**config.mk**
```make
export PLATFORM = sky130hd
export DESIGN_NAME = uart_rx_fifo
export DESIGN_NICKNAME = d
export VERILOG_FILES = /design/src/rtl/uart_rx_fifo.sv
export SDC_FILE = /design/constraint.sdc
export NUM_CORES = 1
export LEC_CHECK = 0
export CAP_MARGIN = 20
export CORE_UTILIZATION = 65
export DETAILED_ROUTE_END_ITERATION = 7
export GPL_ROUTABILITY_DRIVEN = 0
export PLACE_DENSITY = 0.8
export SYNTH_ARGS = -nofsm -noshare
export SYNTH_HDL_FRONTEND = slang
export SYNTH_SLANG_ARGS = --single-unit
```
**constraint.sdc**
```tcl
create_clock -name CLK -period 9.55 [get_ports CLK]
set_input_delay 1.91 -clock CLK [delete_from_list [all_inputs] [get_ports CLK]]
set_output_delay 1.91 -clock CLK [all_outputs]
set_load 0.01 [all_outputs]
```
**src/rtl/uart_rx_fifo.sv**
```systemverilog
// Oversampling serial receiver with built-in baud tick, FWFT word FIFO and sticky error flags.
// Optional parity checking is compiled in with `define UART_RX_PARITY_EN.
module uart_rx_fifo #(
  parameter int unsigned CLK_HZ     = 50000000,
  parameter int unsigned BAUD       = 9600,
  parameter int unsigned OVERSAMPLE = 16,
  parameter int unsigned DATA_BITS  = 8,
  parameter int unsigned STOP_BITS  = 1,
  parameter int unsigned FIFO_DEPTH = 16,
  parameter int unsigned PARITY_ODD = 0
) (
  input  logic                          CLK,
  input  logic                          IN_PB_RESET,
  input  logic                          IN_SERIAL_RX,
  input  logic                          IN_READ,
  input  logic                          IN_CLEAR_ERR,
  output logic [DATA_BITS-1:0]          OUT_DATA,
  output logic                          OUT_VALID,
  output logic [$clog2(FIFO_DEPTH):0]   OUT_COUNT,
  output logic                          OUT_FRAME_ERR,
  output logic                          OUT_OVERRUN,
  output logic                          OUT_PARITY_ERR
);

  localparam int unsigned DIV_RAW = CLK_HZ / (BAUD * OVERSAMPLE);
  localparam int unsigned DIV     = (DIV_RAW < 1) ? 1 : DIV_RAW;
  localparam int unsigned TW      = (DIV > 1) ? $clog2(DIV) : 1;
  localparam int unsigned SW      = $clog2(OVERSAMPLE);
  localparam int unsigned BW      = $clog2(DATA_BITS);
  localparam int unsigned AW      = $clog2(FIFO_DEPTH);

  if (OVERSAMPLE < 4 || (OVERSAMPLE % 2) != 0 || DATA_BITS < 5 || DATA_BITS > 9 ||
      STOP_BITS < 1 || STOP_BITS > 2 || FIFO_DEPTH < 2 ||
      (FIFO_DEPTH & (FIFO_DEPTH - 1)) != 0 || PARITY_ODD > 1) begin : g_param_check
    $error("uart_rx_fifo: illegal parameter combination");
  end

  typedef enum logic [2:0] {
    S_IDLE,
    S_START,
    S_DATA,
`ifdef UART_RX_PARITY_EN
    S_PARITY,
`endif
    S_STOP,
    S_WAIT_HIGH
  } state_t;

  logic [TW-1:0]        tick_cnt_q;
  logic                 tick;
  logic [1:0]           sync_q;
  logic                 rx;
  state_t               state_q;
  logic [SW-1:0]        samp_q;
  logic [BW-1:0]        bit_q;
  logic                 stop_idx_q;
  logic [DATA_BITS-1:0] shift_q;
  logic                 mid_sample;
  logic                 push;
  logic                 frame_set;
  logic                 par_set;

  assign tick = (tick_cnt_q == TW'(DIV - 1));
  assign rx   = sync_q[1];

  always_ff @(posedge CLK or negedge IN_PB_RESET) begin
    if (!IN_PB_RESET) begin
      tick_cnt_q <= '0;
      sync_q     <= '1;
    end else begin
      tick_cnt_q <= tick ? '0 : tick_cnt_q + TW'(1);
      sync_q     <= {sync_q[0], IN_SERIAL_RX};
    end
  end

  // Word push and frame error are decided on the final stop mid-sample so the FIFO write lands on that edge.
  assign mid_sample = tick && (samp_q == SW'(OVERSAMPLE - 1));
  assign push       = mid_sample && (state_q == S_STOP) && rx && (stop_idx_q == 1'(STOP_BITS - 1));
  assign frame_set  = mid_sample && (state_q == S_STOP) && !rx;
`ifdef UART_RX_PARITY_EN
  assign par_set    = mid_sample && (state_q == S_PARITY) &&
                      (rx != ((^shift_q) ^ (PARITY_ODD != 0)));
`else
  assign par_set    = 1'b0;
`endif

  always_ff @(posedge CLK or negedge IN_PB_RESET) begin
    if (!IN_PB_RESET) begin
      state_q    <= S_IDLE;
      samp_q     <= '0;
      bit_q      <= '0;
      stop_idx_q <= 1'b0;
      shift_q    <= '0;
    end else begin
      case (state_q)
        S_IDLE: begin
          if (tick && !rx) begin
            state_q <= S_START;
            samp_q  <= '0;
          end
        end
        S_START: begin
          if (tick) begin
            if (samp_q == SW'(OVERSAMPLE / 2 - 1)) begin
              samp_q  <= '0;
              bit_q   <= '0;
              state_q <= rx ? S_IDLE : S_DATA;
            end else begin
              samp_q <= samp_q + SW'(1);
            end
          end
        end
        S_DATA: begin
          if (mid_sample) begin
            samp_q  <= '0;
            shift_q <= {rx, shift_q[DATA_BITS-1:1]};
            if (bit_q == BW'(DATA_BITS - 1)) begin
              stop_idx_q <= 1'b0;
`ifdef UART_RX_PARITY_EN
              state_q    <= S_PARITY;
`else
              state_q    <= S_STOP;
`endif
            end else begin
              bit_q <= bit_q + BW'(1);
            end
          end else if (tick) begin
            samp_q <= samp_q + SW'(1);
          end
        end
`ifdef UART_RX_PARITY_EN
        S_PARITY: begin
          if (mid_sample) begin
            samp_q  <= '0;
            state_q <= S_STOP;
          end else if (tick) begin
            samp_q <= samp_q + SW'(1);
          end
        end
`endif
        S_STOP: begin
          if (mid_sample) begin
            samp_q <= '0;
            if (!rx) begin
              state_q <= S_WAIT_HIGH;
            end else if (stop_idx_q == 1'(STOP_BITS - 1)) begin
              state_q <= S_IDLE;
            end else begin
              stop_idx_q <= 1'b1;
            end
          end else if (tick) begin
            samp_q <= samp_q + SW'(1);
          end
        end
        S_WAIT_HIGH: begin
          if (tick && rx) state_q <= S_IDLE;
        end
        default: state_q <= S_IDLE;
      endcase
    end
  end

  logic [DATA_BITS-1:0] mem_q [FIFO_DEPTH];
  logic [AW:0]          wr_q, wr_d, rd_q, rd_d, count;
  logic                 full, empty, do_pop, do_push;
  logic                 frame_q, frame_d, ovr_q, ovr_d, par_q, par_d;

  assign count   = wr_q - rd_q;
  assign full    = (count == (AW + 1)'(FIFO_DEPTH));
  assign empty   = (count == '0);
  assign do_pop  = IN_READ && !empty;
  assign do_push = push && (!full || do_pop);

  always_comb begin
    wr_d    = wr_q;
    rd_d    = rd_q;
    frame_d = frame_q;
    ovr_d   = ovr_q;
    par_d   = par_q;
    if (do_push) wr_d = wr_q + (AW + 1)'(1);
    if (do_pop)  rd_d = rd_q + (AW + 1)'(1);
    if (IN_CLEAR_ERR) begin
      frame_d = 1'b0;
      ovr_d   = 1'b0;
      par_d   = 1'b0;
    end
    if (frame_set)                     frame_d = 1'b1;
    if (push && full && !IN_READ)      ovr_d   = 1'b1;
    if (par_set)                       par_d   = 1'b1;
  end

  always_ff @(posedge CLK or negedge IN_PB_RESET) begin
    if (!IN_PB_RESET) begin
      wr_q    <= '0;
      rd_q    <= '0;
      frame_q <= 1'b0;
      ovr_q   <= 1'b0;
      par_q   <= 1'b0;
    end else begin
      wr_q    <= wr_d;
      rd_q    <= rd_d;
      frame_q <= frame_d;
      ovr_q   <= ovr_d;
      par_q   <= par_d;
    end
  end

  always_ff @(posedge CLK) begin
    if (do_push) mem_q[wr_q[AW-1:0]] <= shift_q;
  end

  assign OUT_DATA      = empty ? '0 : mem_q[rd_q[AW-1:0]];
  assign OUT_VALID     = !empty;
  assign OUT_COUNT     = count;
  assign OUT_FRAME_ERR = frame_q;
  assign OUT_OVERRUN   = ovr_q;
`ifdef UART_RX_PARITY_EN
  assign OUT_PARITY_ERR = par_q;
`else
  assign OUT_PARITY_ERR = 1'b0;
`endif

endmodule

```
======== After elaboration in Yosys (flattened, before gate mapping) ========
Memory sizes are Yosys's and may differ from the RTL's.
Cells that the tools add are included.
operators by class
  $add $sub $neg .......................... 6
  equal/unequal tests ..................... 20
  multiplexer cells ....................... 35
  bitwise operators ....................... 1
  reductions and logical operators ........ 29
operator list
  operator             count
  $mux 3               13
  $mux 4               5
  $ne 2x2->1 const B   9
  $pmux 3 s5           1
  $pmux 4 s3           1
  $logic_and 1x1->1    11
  $add 5x1->5 const B  2
  $mux 1               10
  $reduce_and 5->1     2
  $add 9x1->9 const B  1
  $eq 9x9->1 const B   1
  $mux 9               1
  $mux 8               1
  $reduce_and 8->1     1
  $reduce_bool 2->1    4
  $eq 3x2->1 const B   2
  $eq 3x3->1 const B   2
  $pmux 3 s2           1
  $eq 5x5->1 const B   1
  $logic_not 5->1      1
  $sub 5x5->5          1
  $add 4x1->4 const B  1
  $eq 4x3->1 const B   1
  $eq 4x4->1 const B   1
  other kinds (14)     17
storage, ports and cells
  bits in registers ....................... 42
  RAM bits ................................ 128
  input bits .............................. 5
  output and inout bits ................... 17
  memories kept ........................... 1
memories
  memory  depth  bits a word  rd ports  clocked after Yosys merged registers in  write ports  RTL line  text
  mem_q   16     8            1         0                                        1            163       logic [DATA_BITS-1:0] mem_q [FIFO_DEPTH];

======== Depth between registers and ports, before layout ========
Gate-level depths: netlist of the first run.
  depth in word-level cells ............... 8
  mapped depth ............................ 11
  depth with buffers taken out ............ 9

======== Least setup slack after synthesis of the first run ========
No wires, ideal clock.
  path kind ............................... register to output
  start ................................... register rd_q[1]
  end ..................................... output port OUT_DATA[0]
  arrival ................................. 2.596 ns
  required time ........................... 7.640 ns
  setup slack ............................. 5.044 ns
  cell stages (with the launch flop) ...... 10
  path through ............................ dfrtp_1 -> clkbuf_1 -> buf_1 -> inv_1 -> fa_1 -> xor2_1 -> and4b_1 -> o22a_1 -> clkbuf_1 -> nor2b_1
between the ends
  cells in the longest elaborated chain, start to end .. 3
RTL lines
  what                      RTL line  text
  start: declaration        164       logic [AW:0] wr_q, wr_d, rd_q, rd_d, count;
  start signal: assignment  201       rd_q <= rd_d;
  $sub 5x5->5               168       assign count = wr_q - rd_q;
  via OUT_COUNT[2]          19        output logic [$clog2(FIFO_DEPTH):0] OUT_COUNT,
  $logic_not 5->1           170       assign empty = (count == '0);
  $mux 8                    212       assign OUT_DATA = empty ? '0 : mem_q[rd_q[AW-1:0]];
  end: declaration          17        output logic [DATA_BITS-1:0] OUT_DATA,
The timed path passes the listed nets, and every way through them passes these cells.

======== Worst setup path after layout of the first run ========
  start ................................... register rd_q[0]
  end ..................................... output port OUT_DATA[5]
between the ends
  cells in the longest elaborated chain, start to end .. 3
RTL lines
  what             RTL line
  $sub 5x5->5      168
  $logic_not 5->1  170
  $mux 8 *         212
Mark *: on every way between the ends. The rest lies on a longest branch, timed or not.

==> metrics.yaml, run 1 <==
floorplan:
  pin_count: 22
  start_util_pct: 66.7
  die_h_um: 107
  die_area_um2: 11500
  die_w_um: 107
  row_count: 38
  coreArea_um2: 10800
critical_path:
  cp_data_arrival_time_ps: 3930
  critical_path.max_fanout: 36
  cpMaxStageDelayCell: "o22a_1"
  cp-start-kind: "flop"
  crit_chain: "buf_4, ha_1, inv_1, fa_1, nand3b_1, a211oi_1, o22a_1, nor2b_1, clkdlybuf4s50_1"
  crit_required_ps: 7640
  r2r_cells: 9
  worstSetupEndpointType: "output port"
  path_class: "flop to output port"
  cpPeakStageDelay_ps: 570
placement:
  post_dp_cell_area_um2: 7530
  hpwl_mm: 8.42
  io_buffers: 20
sta:
  skew_ps: 8.89
  rsz0062_at_grt: "no"
  whs_ps: 358
  slew_headroom_pct: 32.6
  setup_violations: 0
  final.min_clock_period_ps: 5840
  fin_tns_setup_ps: 0
  fmax_mhz: 171
  finalMaxSlewViolations: 0
  post-route-period-util_pct: 61.2
  hold_violations: 0
  worst_slew_pin_slew_ps: 1010
global_routing:
  gr-max-usage-layer: "met2"
  antenna_found_initial: 0
  grt_pass1_wl_mm: 20.9
  met1_usage_pct: 33.9
  groute.usage.overall_pct: 25.5
  overflow: 0
  grtUsageMet3_pct: 5.69
  use_met2_pct: 41.8
  first_global_vias: 3815
  grt_max_degree: 42
detailed_routing:
  num_vias: 3799
  wl_per_cell_um: 21.8
  drt_iter0_drc: 358
  dr.pass1.iters: 5
  wirelength_mm: 13.2
  final_antenna_net_count: 0
  viasPerCell: 6.29
  drc_errors: 0
yosys:
  synth_edf_count: 128
  synth_area_um2: 7230
  ys.flop_type: "edfxtp_1"
  avgSynthCellArea_um2: 16.8
  synth_nets: 450
  yosysSeqAreaShare_pct: 67.4
  yosysWarnings: 0
  synthArstFlopShare_pct: 24.3
  synthCells: 430
  ys_ff_latch: 169
  synthDistinctLibCells: 51
clock_tree:
  numClockSinks: 169
  clk_path_buf_depth: 2
  clock_latency_ps: 530
  postCtsSetupRepairBufs: 0
  h-tree-depth: 4
  cts_resized: 0
  cts_made_buffers: 17
  cts_root_buf: "clkbuf_8"
  cts.hold.buffers_added: 0
  cts_tree: "done"
  clkTransAtPathRegs_ps: 70
pwr:
  p_leak_nw: 3.25
  seqPwrFrac_pct: 45.8
  pwr-share-clk_pct: 37.0
  peakVddDrop_mv: 0.241
  switchingPower_uw: 457
  combinationalPowerShare_pct: 17.3
  swShare_pct: 25.9
  powerDensity_nw_per_um2: 218
  p_int_mw: 1.31
  post-layout-total-power_mw: 1.77
run_status:
  status: "finished clean"
run:
  drv_cap: 0
layout:
  final_area_um2: 8110
  diodes: 0
  area_delta_synth_final_pct: 12.1
  mostFrequentLayoutCell: "edfxtp_1"
  layout.nets: 471
  drive_gt1_share_pct: 20.0
  layout_common_cells: "128 x edfxtp_1, 40 x mux4_2, 38 x dfrtp_1, 30 x nor2_1, 27 x nand2_1"
min_path:
  hold-path-cell-count: 0
  min_path_type: "flop to flop"
==> final timing paths <==
path,slack [ps],to,start
max in group asynchronous,7420,rd_q[0],IN_PB_RESET
min,360,sync_q[1],sync_q[0]
max reg2reg,5570,mem_q[11][5],rd_q[0]
min reg2reg,360,sync_q[1],sync_q[0]
max,3710,OUT_DATA[5],rd_q[0]
min in group asynchronous,1510,bit_q[1],IN_PB_RESET
==> cell families (layout without fill, tap and decap cells) <==
| group | after synthesis | after routing | synth area share (%) |
|---|---|---|---|
| other cells | 1 | 1 | 0.0519 |
| compound gates | 28 | 28 | 2.99 |
| simple gates | 110 | 110 | 8.22 |
| mux | 52 | 52 | 14.3 |
| xor+xnor | 19 | 19 | 2.30 |
| fa+ha+maj | 15 | 15 | 2.70 |
| flops | 169 | 169 | 67.4 |
| buf+inv | 36 | 70 | 2.02 |
==> layer usage <==
layer | vias up | wire length (um)
li1 | 1682 | -
met1 | 1957 | 5430
met2 | 143 | 6870
met3 | 17 | 682
met4 | 0 | 194
met5 | - | 0
==> cell type report <==
class | instances | area, um2
multi-input combinational | 225 | 2210
clock buffer | 24 | 518
inverter | 16 | 60.1
fill | 637 | 2730
tap | 140 | 175
sequential | 169 | 4870
clock inverter | 8 | 58.8
timing repair buffer | 22 | 210
==> state kept, by name (all words and copies together) (netlist names) <==
| signal | count |
|---|---|
| OUT_OVERRUN | 1 |
| sync_q | 2 |
| wr_q | 5 |
| bit_q | 3 |
| rd_q | 5 |
| mem_q | 128 |
| tick_cnt_q | 9 |
| shift_q | 8 |
| samp_q | 4 |
| state_q | 3 |
| OUT_FRAME_ERR | 1 |
==> worst max-delay path, delay by kind of cell, from the launching register on <==
family / cells / cell delay, ps
flip-flops: 1 / 340
adder cells (fa/ha/maj): 2 / 770
AND/OR/NAND/NOR: 2 / 320
buffers and inverters: 3 / 1090
AO/OA/AOI/OAI: 2 / 850
==> power by group through the flow <==
stage,clock network (mW),logic (mW),registers [mW]
floorplan,0,0.230,0.814
global placement,0,0.300,0.822
detailed placement,0,0.305,0.823
CTS,0.661,0.309,0.808
global route,0.684,0.332,0.809
finish,0.653,0.305,0.808
==> metrics by stage <==
stage | utilization [%] | setup slack, ps | cells
after detailed placement | 69.5 | 4300 | 572
after global placement | 69.5 | 4390 | 572
final | 74.8 | 3710 | 604
after CTS | 74.8 | 3660 | 604
after global routing | 74.8 | 3410 | 604
after floorplan | - | 5040 | 430
==> synth_stat cells (all sizes together) (2+ instances only) <==
library cell	instances	area, um2
edfxtp	128	3840
mux4	40	901
dfrtp	39	976
nor2	30	113
nand2	27	101
inv	16	60.1
ha	14	175
nand3	14	70.1
clkbuf	12	45.0
mux2	11	124
xnor2	11	96.3
nor2b	10	62.6
buf	8	41.3
xor2	8	70.1
o21ai	7	35.0
and3	6	37.5
nor3	5	25.0
a21oi	4	20.0
nor3b	3	22.5
o311ai	3	26.3
a211oi	2	15.0
a22o	2	17.5
and2	2	12.5
dfstp	2	52.6
nand2b	2	12.5
nand3b	2	15.0
nand4bb	2	55.1
nor4	2	27.5
or2	2	15.0
(Power assumes the default switching activity.)
==> run 2: changes to the inputs <==
- CORE_UTILIZATION: 65 -> 61
- PLACE_DENSITY: 0.8 -> 0.75
- clock period: 9.55 -> 6.1 ns (I/O delays scaled with it)
==> run 2 against run 1 <==
  * Wire length fell by 7.3%
  * Core utilization fell by 4.4 points
  * Sequential cell count did not move
  * Via count shrank 4.8%
  * Sequential share of layout area grew 0.26 points
==> metrics.yaml, run 2 (synthesis gave the netlist of run 1 again) <==
critical_path:
  crit_required_ps: 4880
  cp-start-kind: "flop"
  critical-path-top-delay-family: "buffers and inverters"
  cpMaxStageDelayCell: "o22a_1"
  crit_chain: "buf_4, inv_1, fa_1, nand3b_1, a211oi_1, o22a_1, nor2b_1, clkdlybuf4s50_1"
  worstSetupEndpointType: "output port"
  crit_buf_inv: 3
  cp_data_arrival_time_ps: 3480
  critical_path.max_fanout: 36
  path_class: "flop to output port"
  cpPeakStageDelay_ps: 570
sta:
  fin_tns_setup_ps: 0
  slew_headroom_pct: 38.8
  finalMaxSlewViolations: 0
  rsz0062_at_grt: "no"
  final.min_clock_period_ps: 4700
  skew_ps: 6.83
  post-route-period-util_pct: 77.1
  setup_violations: 0
  hold_violations: 0
  fmax_mhz: 213
  worst_slew_pin_slew_ps: 917
detailed_routing:
  viasPerCell: 5.96
  wl_per_cell_um: 20.1
  drc_errors: 0
  drt_iter0_drc: 319
  num_vias: 3616
  wirelength_mm: 12.2
  dr.pass1.iters: 6
  final_antenna_net_count: 0
run:
  drv_cap: 0
global_routing:
  grt_max_degree: 42
  first_global_vias: 3687
  overflow: 0
  antenna_found_initial: 0
  groute.usage.overall_pct: 21.9
  grt_pass1_wl_mm: 19.7
floorplan:
  coreArea_um2: 11500
  row_count: 39
  die_h_um: 111
  pin_count: 22
  die_area_um2: 12300
  die_w_um: 111
  start_util_pct: 63.0
layout:
  mostFrequentLayoutCell: "edfxtp_1"
  diodes: 0
  layout_common_cells: "128 x edfxtp_1, 40 x mux4_2, 38 x dfrtp_1, 30 x nor2_1, 27 x nand2_1"
  layout.nets: 471
  area_delta_synth_final_pct: 11.6
  drive_gt1_share_pct: 19.4
  largest_register_ff_count: 128
  final_area_um2: 8070
clock_tree:
  cts_made_buffers: 17
  cts_tree: "done"
  clock_latency_ps: 430
  numClockSinks: 169
  cts.hold.buffers_added: 0
  postCtsSetupRepairBufs: 0
  clk_path_buf_depth: 2
  cts_resized: 0
  h-tree-depth: 4
  cts_root_buf: "clkbuf_16"
  clkTransAtPathRegs_ps: 60
placement:
  post_dp_cell_area_um2: 7530
  hpwl_mm: 7.93
  io_buffers: 20
pwr:
  p_leak_nw: 3.21
  powerDensity_nw_per_um2: 336
  peakVddDrop_mv: 0.654
min_path:
  min_path_type: "flop to flop"
run_status:
  status: "finished clean"
[run 2: cell types whose count changed in the layout (fill, tap and decap cells not counted), moves of 2 or more]
cell	previous run	this run
clkbuf_16	19	17
clkinv_1	0	4
clkinv_4	5	1
clkbuf_8	2	0
clkinvlp_4	0	6
[run 2: path summary, 6_finish.rpt]
check	depth (start not counted)	start	slack [ps]	to
worst max-delay path	8	rd_q[1]	1400	OUT_DATA[4]
worst min-delay path	0	sync_q[0]	360	sync_q[1]
worst max register to register	8	rd_q[1]	2540	mem_q[9][2]
worst min register to register	0	sync_q[0]	360	sync_q[1]
max in group asynchronous	1	IN_PB_RESET	4560	rd_q[0]
min in group asynchronous	1	IN_PB_RESET	920	rd_q[4]
[run 2: final cells by class]
cell class                      count  area [um2]
Sequential cell                   169        4870
Fill cell                         712        3400
Multi-Input combinational cell    225        2210
Clock buffer                       18         429
Timing Repair Buffer               22         210
Tap cell                          143         179
Clock inverter                     14         109
Inverter                           16        60.1
[run 2: routing by layer]
metal | vias up | global-route usage [%] | part of all wire, %
met5 | - | 0 | 0
met4 | 0 | 8.27 | 1.3
met3 | 17 | 5.36 | 5.0
met2 | 90 | 34.0 | 49
met1 | 1823 | 30.6 | 45
li1 | 1686 | - | -
[run 2: worst register-to-register path, delay by kind of cell (launching register included)]
kind / cells / cell delay, ps
xor+xnor: 1 / 230
simple gates: 3 / 1340
fa+ha+maj: 1 / 460
buf+inv: 2 / 600
flops: 1 / 320
compound gates: 1 / 230
[run 2: through the flow]
stage / setup WS (ps) / std cells / hold WS (ps) / util, % / power [mW]
after global routing: 1200 / 607 / 365 / 70.4 / 2.81
after detailed placement: 1810 / 575 / 357 / 65.7 / 1.77
after CTS: 1360 / 607 / 366 / 70.4 / 2.74
after global placement: 1950 / 575 / 346 / 65.7 / 1.76
final: 1400 / 607 / 362 / 70.4 / 2.72
after floorplan: 2280 / 430 / 345 / - / 1.63
[run 2: where the power goes]
group / internal [mW] / switching, mW
Combinational: 0.215 / 0.257
Clock: 0.553 / 0.424
Sequential: 1.24 / 0.0227
Total: 2.01 / 0.704
==> run 3: changes to the inputs <==
- CORE_UTILIZATION: 61 -> 55
- PLACE_DENSITY: 0.75 -> 0.71
- clock period: 6.1 -> 3.82 ns (I/O delays scaled with it)
==> run 3 against run 2 <==
  * Clock power is 73% higher
  * Design area is 3.4% higher
  * Sequential power is 59% higher
  * Sequential share of layout area is 2.0 points lower
  * Register-to-register slack worse by 1800 ps
  * First-iteration DRC count is 17% lower
  * Highest routed layer unchanged
  * Die area is 11% higher
==> metrics.yaml, run 3 (synthesis gave the netlist of run 1 again) <==
detailed_routing:
  wl_per_cell_um: 19.1
  num_vias: 3728
  wirelength_mm: 12.5
  drc_errors: 0
  final_antenna_net_count: 0
  drt_iter0_drc: 264
  viasPerCell: 5.68
  dr.pass1.iters: 6
critical_path:
  path_class: "flop to output port"
  cp_data_arrival_time_ps: 2940
  crit-reg2reg-launch: "wr_q[0]"
  cp-startpoint: "wr_q[0]"
  r2r_cells: 9
  critical_path.max_fanout: 13
  worstSetupEndpointType: "output port"
  crit_required_ps: 3060
  cp-start-kind: "flop"
sta:
  rsz0062_at_grt: "no"
  fmax_mhz: 270
  skew_ps: 6.46
  final.min_clock_period_ps: 3710
  hold_violations: 0
  setup_ws_ps: 112
  finalMaxSlewViolations: 0
  post-route-period-util_pct: 97.1
  setup_violations: 0
  slew_headroom_pct: 35.1
  fin_tns_setup_ps: 0
  worst_slew_pin_slew_ps: 974
floorplan:
  start_util_pct: 56.8
  pin_count: 22
  die_area_um2: 13600
  row_count: 41
  coreArea_um2: 12700
  die_h_um: 117
  die_w_um: 117
global_routing:
  overflow: 0
  grt_max_degree: 42
  first_global_vias: 3777
  antenna_found_initial: 0
  groute.usage.overall_pct: 20.9
  grt_pass1_wl_mm: 20.1
clock_tree:
  cts_made_buffers: 17
  numClockSinks: 169
  cts_root_buf: "clkbuf_16"
  clkTransAtPathRegs_ps: 60
  clk_path_buf_depth: 2
  h-tree-depth: 4
  clock_latency_ps: 430
  cts_tree: "done"
layout:
  layout.nets: 491
  diodes: 0
  layout_common_cells: "128 x edfxtp_1, 40 x mux4_2, 37 x dfrtp_1, 30 x nor2_1, 27 x nand2_1"
  drive_gt1_share_pct: 23.6
  postLayoutCoreUtil_pct: 65.6
  mostFrequentLayoutCell: "edfxtp_1"
  layout.cells.non_filler: 656
  area_delta_synth_final_pct: 15.5
  largest_register_ff_count: 128
min_path:
  hold-path-cell-count: 0
  min_from: "sync_q[0]"
  min_path_type: "flop to flop"
placement:
  dp_slack_ps: 324
  io_buffers: 20
  placed_cells: 621
  hpwl_mm: 8.39
run_status:
  status: "finished clean"
run:
  drv_cap: 0
pwr:
  peakVddDrop_mv: 0.295
  p_leak_nw: 3.48
  powerDensity_nw_per_um2: 545
-- run 3: changes by cell type in the layout (fill, tap and decap cells not counted), sizes merged, moves of 2 or more --
cell,change
clkdlybuf4s50,-7
bufinv,+2
clkinvlp,-5
dlymetal6s2s,+7
buf,+20
clkinv,+2
-- run 3: layer usage --
metal	GRT usage (%)	wire length, um
met2	34.0	6440
met3	4.36	452
met4	9.70	265
met1	27.3	5390
met5	0	0
-- run 3: cell type report --
class                   count  area [um2]
multi-input cells         225        2230
fillers                   913        4370
flip-flops and latches    169        4870
clock inverters            14         154
clock buffers              18         429
repair buffers             42         382
inverters                  16        60.1
well taps                 172         215
-- run 3: power breakdown --
group / switching [mW] / internal (mW)
sequential: 0.0360 / 1.99
clock: 0.668 / 1.02
combinational: 0.448 / 0.395
-- run 3: path summary, 6_finish.rpt --
| path | to | slack (ps) |
|---|---|---|
| max in group asynchronous | rd_q[2] | 2680 |
| min reg2reg | sync_q[1] | 360 |
| min | sync_q[1] | 360 |
| max | OUT_DATA[6] | 110 |
| max reg2reg | mem_q[5][4] | 770 |
| min in group asynchronous | rd_q[0] | 490 |
-- run 3: worst max-delay path, cell delays in order (launching register included) --
cell             delay, ps
dfrtp_1                370
inv_1                  100
ha_1                   170
inv_1                   50
fa_2                   370
xor2_2                 180
buf_4                  150
a211oi_4               220
o22a_1                 190
buf_6                  160
nor2b_1                 60
clkdlybuf4s50_1        470
-- run 3: repair_timing --
action                                  in CTS  in global routing
resized for setup                            4                  9
pin swaps                                    0                  0
endpoints found under the setup margin       9                  9
setup buffers                                3                  0
hold buffers                                 0                  0
endpoints found under the hold margin        0                  0
-- run 3: through the flow --
stage / hold slack [ps] / area, um2 / power, mW
6_report: 361 / 8350 / 4.55
5_1_grt: 361 / 8350 / 4.72
4_1_cts: 361 / 8320 / 4.56
3_5_place_dp: 350 / 7700 / 2.84
3_3_place_gp: 346 / 7700 / 2.83
2_1_floorplan: 345 / 7230 / 2.61
